### config.mk
export PLATFORM = sky130hd
export DESIGN_NAME = xbar_cfg_loader
export DESIGN_NICKNAME = d
export VERILOG_FILES = /design/src/rtl/xbar_cfg_loader.sv
export SDC_FILE = /design/constraint.sdc
export NUM_CORES = 1
export LEC_CHECK = 0
export BUFFER_PORTS_ARGS = -buffer_cell sky130_fd_sc_hd__buf_2
export CORE_MARGIN = 2
export CORE_UTILIZATION = 62
export DETAILED_ROUTE_END_ITERATION = 8
export PLACE_DENSITY = 0.85
export RECOVER_POWER = 50
export SLEW_MARGIN = 20
export SYNTH_ARGS = -nofsm -noshare
export SYNTH_HDL_FRONTEND = slang
export SYNTH_SLANG_ARGS = --single-unit
### constraint.sdc
create_clock -name clk -period 4 [get_ports clk]
set_clock_uncertainty 0.2 [all_clocks]
set_input_delay 0.8 -clock clk [delete_from_list [all_inputs] [get_ports clk]]
set_output_delay 0.8 -clock clk [all_outputs]
set_load 0.05 [all_outputs]
### src/rtl/xbar_cfg_loader.sv
// Crossbar configuration loader: streams a 300-bit select image into a shadow register,
// range-checks every field, then commits it atomically. Optional readback: XBAR_CFG_READBACK_EN.
module xbar_cfg_loader #(
    parameter int unsigned N_IN      = 38,
    parameter int unsigned N_OUT     = 50,
    parameter int unsigned SEL_W     = 6,
    parameter int unsigned WORD_W    = 16,
    localparam int unsigned CFG_BITS  = N_OUT * SEL_W,
    localparam int unsigned NUM_WORDS = (CFG_BITS + WORD_W - 1) / WORD_W
) (
    input  logic                clk,
    input  logic                reset,
    input  logic                io_start,
    input  logic                io_abort,
    input  logic                io_cfg_valid,
    output logic                io_cfg_ready,
    input  logic [WORD_W-1:0]   io_cfg_data,
    output logic                io_busy,
    output logic                io_done,
    output logic                io_err,
    output logic [4:0]          io_word_cnt,
`ifdef XBAR_CFG_READBACK_EN
    input  logic                io_rb_req,
    output logic                io_rb_valid,
    output logic [WORD_W-1:0]   io_rb_data,
`endif
    output logic [CFG_BITS-1:0] io_mux_configs
);

    localparam int unsigned LAST_W = CFG_BITS - (NUM_WORDS - 1) * WORD_W;
    localparam int unsigned PAD_W  = NUM_WORDS * WORD_W - CFG_BITS;

    typedef enum logic [2:0] {
        S_IDLE,
        S_LOAD,
        S_CHECK,
        S_COMMIT
`ifdef XBAR_CFG_READBACK_EN
        , S_RDBK
`endif
    } state_t;

    state_t               r_state;
    state_t               w_state_nxt;
    logic [CFG_BITS-1:0]  r_shadow;
    logic [CFG_BITS-1:0]  r_active;
    logic [4:0]           r_word_cnt;
    logic [5:0]           r_fld;
    logic                 r_bad;
    logic                 r_err;
    logic                 r_done;
    logic                 w_cfg_ready;
    logic                 w_hs;
    logic                 w_last_word;
    logic                 w_last_fld;
    logic [SEL_W-1:0]     w_field;
    logic                 w_field_bad;

    assign w_cfg_ready = (r_state == S_LOAD);
    assign w_hs        = io_cfg_valid && w_cfg_ready;
    assign w_last_word = (r_word_cnt == 5'(NUM_WORDS - 1));
    assign w_last_fld  = (r_fld == 6'(N_OUT - 1));
    assign w_field     = r_shadow[32'(r_fld) * SEL_W +: SEL_W];
    assign w_field_bad = (32'(w_field) >= N_IN);

`ifdef XBAR_CFG_READBACK_EN
    logic [4:0]                  r_rb_cnt;
    logic [NUM_WORDS*WORD_W-1:0] w_active_pad;

    assign w_active_pad = {{PAD_W{1'b0}}, r_active};
    assign io_rb_valid  = (r_state == S_RDBK);
    assign io_rb_data   = (r_state == S_RDBK) ? w_active_pad[32'(r_rb_cnt) * WORD_W +: WORD_W] : '0;
`endif

    always_ff @(posedge clk or negedge reset) begin
        if (!reset) begin
            r_state <= S_IDLE;
        end else begin
            r_state <= w_state_nxt;
        end
    end

    always_comb begin
        w_state_nxt = r_state;
        unique case (r_state)
            S_IDLE: begin
                if (io_start) begin
                    w_state_nxt = S_LOAD;
`ifdef XBAR_CFG_READBACK_EN
                end else if (io_rb_req) begin
                    w_state_nxt = S_RDBK;
`endif
                end
            end
            S_LOAD: begin
                if (io_abort) begin
                    w_state_nxt = S_IDLE;
                end else if (w_hs && w_last_word) begin
                    w_state_nxt = S_CHECK;
                end
            end
            S_CHECK: begin
                if (io_abort) begin
                    w_state_nxt = S_IDLE;
                end else if (w_last_fld) begin
                    w_state_nxt = (r_bad || w_field_bad) ? S_IDLE : S_COMMIT;
                end
            end
            S_COMMIT: w_state_nxt = S_IDLE;
`ifdef XBAR_CFG_READBACK_EN
            S_RDBK: begin
                if (r_rb_cnt == 5'(NUM_WORDS - 1)) begin
                    w_state_nxt = S_IDLE;
                end
            end
`endif
            default: w_state_nxt = S_IDLE;
        endcase
    end

    always_ff @(posedge clk or negedge reset) begin
        if (!reset) begin
            r_shadow   <= '0;
            r_active   <= '0;
            r_word_cnt <= '0;
            r_fld      <= '0;
            r_bad      <= 1'b0;
            r_err      <= 1'b0;
            r_done     <= 1'b0;
`ifdef XBAR_CFG_READBACK_EN
            r_rb_cnt   <= '0;
`endif
        end else begin
            r_done <= 1'b0;
            case (r_state)
                S_IDLE: begin
                    if (io_start) begin
                        r_word_cnt <= '0;
                        r_err      <= 1'b0;
                        r_fld      <= '0;
                        r_bad      <= 1'b0;
`ifdef XBAR_CFG_READBACK_EN
                    end else if (io_rb_req) begin
                        r_rb_cnt <= '0;
`endif
                    end
                end
                S_LOAD: begin
                    // abort wins over a handshake in the same cycle
                    if (w_hs && !io_abort) begin
                        for (int unsigned k = 0; k < NUM_WORDS - 1; k++) begin
                            if (r_word_cnt == 5'(k)) begin
                                r_shadow[k*WORD_W +: WORD_W] <= io_cfg_data;
                            end
                        end
                        if (w_last_word) begin
                            r_shadow[CFG_BITS-1 -: LAST_W] <= io_cfg_data[LAST_W-1:0];
                        end
                        r_word_cnt <= r_word_cnt + 5'd1;
                    end
                end
                S_CHECK: begin
                    if (!io_abort) begin
                        r_fld <= r_fld + 6'd1;
                        if (w_field_bad) begin
                            r_bad <= 1'b1;
                        end
                        if (w_last_fld && (r_bad || w_field_bad)) begin
                            r_err  <= 1'b1;
                            r_done <= 1'b1;
                        end
                    end
                end
                S_COMMIT: begin
                    r_active <= r_shadow;
                    r_done   <= 1'b1;
                end
`ifdef XBAR_CFG_READBACK_EN
                S_RDBK: r_rb_cnt <= r_rb_cnt + 5'd1;
`endif
                default: ;
            endcase
        end
    end

    assign io_cfg_ready   = w_cfg_ready;
    assign io_busy        = (r_state != S_IDLE);
    assign io_done        = r_done;
    assign io_err         = r_err;
    assign io_word_cnt    = r_word_cnt;
    assign io_mux_configs = r_active;

endmodule

==> results.txt, run 1 <==
- The detailed router placed 15,553 vias in this run.
* Count of buffers added by post-CTS timing repair for setup: 0
* Net load switching power: 3.09 mW
- Inst Count DP: 2,413
- Count of nets after finishing: 1,977
- Clock transition at the registers of the reported paths: 0.07 ns
- Counting flops with an async set or reset pin after synthesis yields a share of 1.00.
* Final antenna-violating net count: 0
* Total nets after synthesis: 1,668
- In this run, synthesis inferred 0 flip-flops with an integrated enable.
- Gate count after technology mapping: 1,640
- Share of post-route cells with drive strength above 1: 0.448
- Via density per instance: 6.17
- Post-detailed-route DRC marker count: 0
- Vertical die dimension: 205 um
- Critical path launch point type: flip-flop
* Setup-violating endpoint count in the final report: 0
* Buffer depth of the longest clock path: 3
- Required time at the endpoint of the critical path: 4.29 ns
- FP Rows: 73
* Pwr per Cell Area: 457 mW/mm2
* Count of cell types in the netlist: 67
* Post-Route WL: 66,500 um
- The final number of max-transition violations came to 123.
* Worst min path class: flip-flop to flip-flop
- The share of synthesized area in the top cell type comes to 0.618.
- Largest voltage drop on the vdd net: 0.369 mV
- Signal arrival time at the worst endpoint: 3.88 ns
- For this run, the leading register cell type out of synthesis is sky130_fd_sc_hd__dfrtp_1.
- Of all nets on the critical path, the largest fanout is 17.
* Max-cap violations: 2
* Category of the most critical setup path: flip-flop to flip-flop
- Synthesis inferred 616 register bits.
- Post-synthesis cell type with the largest combined area: sky130_fd_sc_hd__dfrtp_1
- The synthesized netlist occupies a cell area of 0.0249 mm2.
- The floorplan step set the die width to 205 um.
- The number of antenna violations at the first check in global routing came to 4.
* Sw Ratio: 0.236
* Std-Cell Core Area: 0.0397 mm2
- Summing all multi-input logic gate instances after layout gives 0.00900 mm2.
- Crit share post-route: 0.896
- The first detailed-routing pass took 6 iterations.
- TritonCTS built the clock tree.
* Violations in the final reports: max-capacitance violations, max-slew violations
* Largest net degree at the start of global routing: 117
- Maximum frequency from static timing analysis: 279 MHz
* Leftover overflow at the end of global routing: 0
- Gp weighted congestion: 0.849
* P_int: 10.0 mW
- Slew @ Worst Pin: 1.80 ns
- Most used standard cell by instance count after synthesis: sky130_fd_sc_hd__dfrtp_1
- Ranking of synthesized cells by area: sky130_fd_sc_hd__dfrtp_1, sky130_fd_sc_hd__mux2_2, sky130_fd_sc_hd__mux4_2, sky130_fd_sc_hd__clkbuf_1, sky130_fd_sc_hd__nand2_1
- CTS buffer count: 58
- In the final routed layout, each cell accounts on average for 26.4 um.
* Growth of design area from synthesis to finish: 15.1%
- Measured against its own limit, the worst slew margin works out to -0.203.
- Yosys printed 0 warnings.
- Clk sinks: 616
* Nature of the critical path endpoint: flip-flop
- Source-to-sink clock delay at the later pin of the worst-skew pair: 0.60 ns
- After the flow finishes, the layout carries non-filler instances totaling 2,520.
- The flow ran to the end, but the final reports show violations.
- Averaged over all synthesized cells, the footprint is 15.2 um2.
- Hold is met by 0.303 ns.
- The number of global-route vias before repair came to 15,982.
- Of the total power, the clock network draws 0.420.
- Logic gate share of total power: 0.064
* LEAKAGE: 14.7 nW
- The share of the Yosys chip area taken by registers is 0.618.
- By count the netlist is led by sky130_fd_sc_hd__dfrtp_1, sky130_fd_sc_hd__mux2_2, sky130_fd_sc_hd__clkbuf_1.
- Register share of total power: 0.516
- Total routing resource utilization after global routing: 0.321
- Setup repair after global routing missed its margin: no
- The filler cells instantiated in the layout total 2,640.
- Detailed Place HPWL: 42,500 um
- Starting utilization of the core area: 0.628
* Global-route wire length before repair: 99,500 um
- Pin placement for this block handled 330 I/O pins.
- The H-tree was split into 2 levels.
* Min Tclk post-route: 3.58 ns
* Combined flip-flop and latch cell area: 0.0154 mm2
* Die ar.: 0.0418 mm2
* Count of routing violations after the opening detailed-route iteration: 1,207
- The number of hold violations in the final report is 0.
- Clock root buffer: sky130_fd_sc_hd__clkbuf_16
* Sum of negative setup slack: 0 ns
* IO buf count: 329
==> registers in the layout, summed over array words and instances, names as in the netlist <==
register and flops:
io_done 1, io_err 1, io_mux_configs 300, io_word_cnt 5, r_bad 1, r_fld 6, r_shadow 300, r_state 2
==> cell type report <==
cell class,instances,share of cell area
Sequential cell,616,0.537
Inverter,9,0.00118
Clock buffer,88,0.0605
Antenna cell,1,0.0000871
Tap cell,525,0.0229
Timing Repair Buffer,360,0.0589
Multi-Input combinational cell,904,0.313
Clock inverter,17,0.00597
==> through the flow <==
stage | instance area [um2] | power [mW] | worst slack (ns) | utilization
2_1_floorplan | 24900 | 7.24 | 0.970 | -
3_3_place_gp | 27100 | 7.64 | 0.547 | 0.682
3_5_place_dp | 27100 | 7.69 | 0.547 | 0.682
4_1_cts | 29000 | 13.2 | 0.491 | 0.730
5_1_grt | 28700 | 13.5 | 0.253 | 0.723
6_report | 28700 | 13.1 | 0.416 | 0.723
==> final timing paths <==
| kind | from | to | slack, ns | cells after the start |
|---|---|---|---|---|
| max | r_fld[1] | r_state[1] | 0.42 | 7 |
| min | r_shadow[270] | io_mux_configs[270] | 0.30 | 1 |
| max reg2reg | r_fld[1] | r_state[1] | 0.42 | 7 |
| min reg2reg | r_shadow[270] | io_mux_configs[270] | 0.30 | 1 |
| max in group asynchronous | reset | io_mux_configs[273] | 0.67 | 3 |
| min in group asynchronous | reset | io_mux_configs[120] | 1.03 | 2 |
==> layout by cell type, fill, tap and decap left out, types with 4 or more instances in the layout <==
| cell | Yosys | routed |
|---|---|---|
| sky130_fd_sc_hd__dfrtp_1 | 616 | 614 |
| sky130_fd_sc_hd__and3_1 | 4 | 4 |
| sky130_fd_sc_hd__clkinv_2 | 0 | 10 |
| sky130_fd_sc_hd__or3_1 | 4 | 4 |
| sky130_fd_sc_hd__xor2_1 | 4 | 4 |
| sky130_fd_sc_hd__a21oi_1 | 15 | 15 |
| sky130_fd_sc_hd__o21ai_0 | 12 | 12 |
| sky130_fd_sc_hd__nor3_1 | 21 | 21 |
| sky130_fd_sc_hd__mux2i_1 | 5 | 5 |
| sky130_fd_sc_hd__o211ai_1 | 4 | 4 |
| sky130_fd_sc_hd__buf_12 | 0 | 6 |
| sky130_fd_sc_hd__o22ai_1 | 4 | 4 |
| sky130_fd_sc_hd__inv_1 | 8 | 8 |
| sky130_fd_sc_hd__nor2_1 | 32 | 32 |
| sky130_fd_sc_hd__nand2b_1 | 6 | 6 |
| sky130_fd_sc_hd__buf_2 | 26 | 127 |
| sky130_fd_sc_hd__nor2b_1 | 9 | 9 |
| sky130_fd_sc_hd__clkbuf_1 | 60 | 220 |
| sky130_fd_sc_hd__nand2_1 | 50 | 49 |
| sky130_fd_sc_hd__ha_1 | 7 | 7 |
| sky130_fd_sc_hd__mux4_2 | 20 | 20 |
| sky130_fd_sc_hd__nor2_2 | 4 | 4 |
| sky130_fd_sc_hd__nand3_2 | 10 | 10 |
| sky130_fd_sc_hd__nand3_1 | 10 | 10 |
| sky130_fd_sc_hd__clkbuf_16 | 0 | 61 |
| sky130_fd_sc_hd__clkbuf_8 | 0 | 11 |
| sky130_fd_sc_hd__buf_4 | 5 | 18 |
| sky130_fd_sc_hd__a211oi_1 | 14 | 14 |
| sky130_fd_sc_hd__mux2_2 | 603 | 603 |
| sky130_fd_sc_hd__nor3b_1 | 5 | 5 |
==> worst max-delay path, cell delays in order (launching register included) <==
cell and delay, ns:
sky130_fd_sc_hd__dfrtp_2 0.58, sky130_fd_sc_hd__inv_1 0.70, sky130_fd_sc_hd__mux4_2 0.64, sky130_fd_sc_hd__a221oi_1 0.56, sky130_fd_sc_hd__o32ai_1 0.15, sky130_fd_sc_hd__o21ai_1 0.20
sky130_fd_sc_hd__a211oi_2 0.17, sky130_fd_sc_hd__a211o_1 0.28
==> kinds of logic after synthesis <==
group / after synthesis / share of synthesized area
multiplexers: 628 / 0.292
AO/OA/AOI/OAI: 89 / 0.0263
buffers and inverters: 120 / 0.0211
AND/OR/NAND/NOR: 174 / 0.0366
XOR/XNOR: 6 / 0.00211
flip-flops: 616 / 0.618
adder cells (fa/ha/maj): 7 / 0.00351
==> power groups by stage <==
stage                     clock, mW  combinational (mW)  sequential, mW
after global routing           5.81               0.907            6.78
after global placement            0               0.804            6.83
after detailed placement          0               0.835            6.86
after CTS                      5.55               0.853            6.75
after floorplan                   0               0.474            6.77
final                          5.51               0.843            6.76
==> per-layer routing <==
metal	vias to the layer above	global-route usage	part of all wire
met5	-	0	0.00050
met1	8306	0.461	0.42
met3	120	0.0692	0.076
li1	6512	-	-
met4	4	0.109	0.031
met2	611	0.494	0.47
==> what timing repair did <==
item                                   4_1_cts  5_1_grt
endpoints found under the hold margin       60        0
gates resized for setup                      0        0
hold buffers                                 1        0
Note: power is estimated with default switching activity, not from simulation.
==> run 2, diff against run 1 <==
--- a/config.mk
+++ b/config.mk
@@ -6,10 +6,11 @@
 export NUM_CORES = 1
 export LEC_CHECK = 0
 export BUFFER_PORTS_ARGS = -buffer_cell sky130_fd_sc_hd__buf_2
+export CAP_MARGIN = 10
 export CORE_MARGIN = 2
 export CORE_UTILIZATION = 62
 export DETAILED_ROUTE_END_ITERATION = 8
-export PLACE_DENSITY = 0.85
+export PLACE_DENSITY = 0.88
 export RECOVER_POWER = 50
 export SLEW_MARGIN = 20
 export SYNTH_ARGS = -nofsm -noshare
==> run 2 against run 1 <==
The run still ends with max-capacitance violations, max-slew violations left. Die area unchanged. First-iteration DRC count increased by 1.7%. Sequential power about the same. Via count increased by 0.68%. Final area increased by 0.80%. Fmax increased by 2.0%. Non-clock buffer count decreased by 4. Utilization increased by 0.58 points. Largest cell class unchanged. Total power increased by 1.6%. Register-to-register slack improved by 0.07 ns.
==> results.txt, run 2 (synthesis gave the netlist of run 1 again) <==
- For this design the total switching power over the nets is 3.15 mW.
- Run status: complete, but fails checks
- Max-cap violations in this run came to 2.
- Of the available clock period, the critical path in the final layout requires 0.879.
- The final number of max-transition violations was 136.
- Die ar.: 0.0418 mm2
- In this run the tightest slew margin relative to its limit is -0.555.
- The internal portion of the total power is 10.2 mW.
* Via density per instance: 6.21
- Violations in the final reports: max-capacitance violations, max-slew violations
* CTS buffer count: 61
- The total overflow left after global routing is 0.
- Clock tree synthesis selected as its root buffer the cell sky130_fd_sc_hd__clkbuf_16.
- Detailed-route via count: 15,658
- In this run the worst hold path is classified as flip-flop to flip-flop.
- Together, buffers and inverters on the worst path number 1.
* Crit path max-delay cell type: sky130_fd_sc_hd__dfrtp_4
* Final Hold Vio Count: 0
- Across every metal layer, demand over resource in global routing totals 0.331.
* Buffer depth of the longest clock path: 3
- STA classifies the critical path startpoint as a flip-flop.
- Of the total power, the clock network draws 0.430.
- Average routed wire per standard cell: 27.1 um
- Vertical die dimension: 205 um
- Register share of total power: 0.507
- In this run, placement finished with an instance count of 2,410.
- Entering global routing, the biggest net connects 114 pins.
- Critical path fanouts, max: 51
* Clock transition at the registers of the reported paths: 0.06 ns
* Layout Cell Area excl Fill: 0.0289 mm2
- Worst stage delay on the critical path: 0.94 ns
- Multi-input combinational cell area: 0.00900 mm2
- The number of antenna violations at the first check in global routing was 3.
* Critical Path, Cell by Cell: buf_4 > mux4_2 > a221oi_1 > o32ai_1 > o21ai_1 > a211oi_2 > a211o_1
* Floorplan die width: 205 um
* LEAKAGE: 15.3 nW
- Leaving out fill and tap cells, the most frequent cell in the layout is sky130_fd_sc_hd__dfrtp_1.
- The clock drives 616 sinks.
- Nature of the critical path endpoint: flip-flop
- Post-route worst setup slack: 0.485 ns
- The H-tree was split into 2 levels.
* Largest voltage drop on the vdd net: 0.377 mV
* Instance area after placement: 0.0271 mm2
- For the worst-skew pair, the clock arrives at the later sink with an insertion delay of 0.62 ns.
- Required time at the endpoint of the critical path: 4.30 ns
* Min Tclk post-route: 3.51 ns
- Of the total power, the share spent switching nets is 0.236.
- Std-Cell Core Area: 0.0397 mm2
- Count of nets after finishing: 1,976
* Worst path top cell family by delay: compound AO/OA/AOI/OAI gates
* Non-Filler Instances: 2,521
- Boundary pin count: 330
* Share of post-route cells with drive strength above 1: 0.505
* Post-Route WL: 68,200 um
- The first global-routing pass estimated 102,000 um of wire.
- Signal arrival time at the worst endpoint: 3.81 ns
- At the end of routability-driven placement, the weighted congestion stood at 0.826.
- First-pass DRT Iterations: 5
* IO buf count: 329
- The initial utilization of the core area, before any placement, comes to 0.628.
* Final antenna-violating net count: 0
* FP Rows: 73
- CTS tree: yes
- CTS resizes: 0
- Setup violations remaining at the end of the flow were counted as 0.
- Hold buffers post-CTS: 0
* Commonest cells after routing, fill and taps aside: sky130_fd_sc_hd__dfrtp_1, sky130_fd_sc_hd__mux2_2, sky130_fd_sc_hd__buf_2
* Detailed Place HPWL: 42,900 um
- Combined flip-flop and latch cell area: 0.0154 mm2
- Category of the most critical setup path: flip-flop to flip-flop
* Growth of design area from synthesis to finish: 16.1%
- Slew @ Worst Pin: 2.33 ns
* Vias in the first global route: 16,241
* Fillers: 2,537
- After detailed routing, the number of remaining DRC violations is 0.
- Pwr per Cell Area: 460 mW/mm2
- Maximum frequency from static timing analysis: 285 MHz
* Count of buffers added by post-CTS timing repair for setup: 0
- Before CTS, the worst setup slack after placement is 0.600 ns.
- For the final routed database, the setup TNS stands at 0 ns.
* Logic gate share of total power: 0.063
- Count of routing violations after the opening detailed-route iteration: 1,227
- Setup repair after global routing left no endpoint under its margin.
[run 2: routing by layer]
layer	GRT usage	part of all wire	up-vias
li1	-	-	6492
met1	0.456	0.40	8280
met2	0.517	0.48	720
met3	0.0743	0.084	162
met4	0.129	0.037	4
met5	0	0.00040	-
[run 2: cell type report]
| cell class | instances | share of cell area |
|---|---|---|
| Clock inverter | 24 | 0.00847 |
| Clock buffer | 86 | 0.0612 |
| Tap cell | 525 | 0.0227 |
| Timing Repair Buffer | 356 | 0.0627 |
| Antenna cell | 1 | 0.0000864 |
| Inverter | 9 | 0.00117 |
| Sequential cell | 616 | 0.533 |
| Multi-Input combinational cell | 904 | 0.311 |
[run 2: worst reg2reg max path, stage by stage, from the launching register on]
cell,delay [ns]
sky130_fd_sc_hd__dfrtp_4,0.94
sky130_fd_sc_hd__buf_4,0.40
sky130_fd_sc_hd__mux4_2,0.36
sky130_fd_sc_hd__a221oi_1,0.63
sky130_fd_sc_hd__o32ai_1,0.15
sky130_fd_sc_hd__o21ai_1,0.25
sky130_fd_sc_hd__a211oi_2,0.17
sky130_fd_sc_hd__a211o_1,0.31
[run 2: final timing paths]
kind,startpoint,to,slack (ns),cells past startpoint
max,r_fld[0],r_state[1],0.49,7
min,io_mux_configs[287],io_mux_configs[287],0.30,1
max reg2reg,r_fld[0],r_state[1],0.49,7
min reg2reg,io_mux_configs[287],io_mux_configs[287],0.30,1
max in group asynchronous,reset,r_fld[0],0.76,2
min in group asynchronous,reset,io_mux_configs[40],0.70,1
[run 2: through the flow]
step | util | power, mW | hold slack [ns]
3_5_place_dp | 0.682 | 7.69 | 0.287
5_1_grt | 0.729 | 13.7 | 0.315
3_3_place_gp | 0.682 | 7.64 | 0.282
4_1_cts | 0.733 | 13.4 | 0.0239
6_report | 0.729 | 13.3 | 0.299
2_1_floorplan | - | 7.24 | 0.275
[run 2: power by group through the flow]
stage	Clock [mW]	Sequential, mW	Combinational (mW)
2_1_floorplan	0	6.77	0.474
6_report	5.73	6.75	0.845
5_1_grt	6.06	6.77	0.919
3_3_place_gp	0	6.82	0.813
3_5_place_dp	0	6.84	0.845
4_1_cts	5.80	6.74	0.856
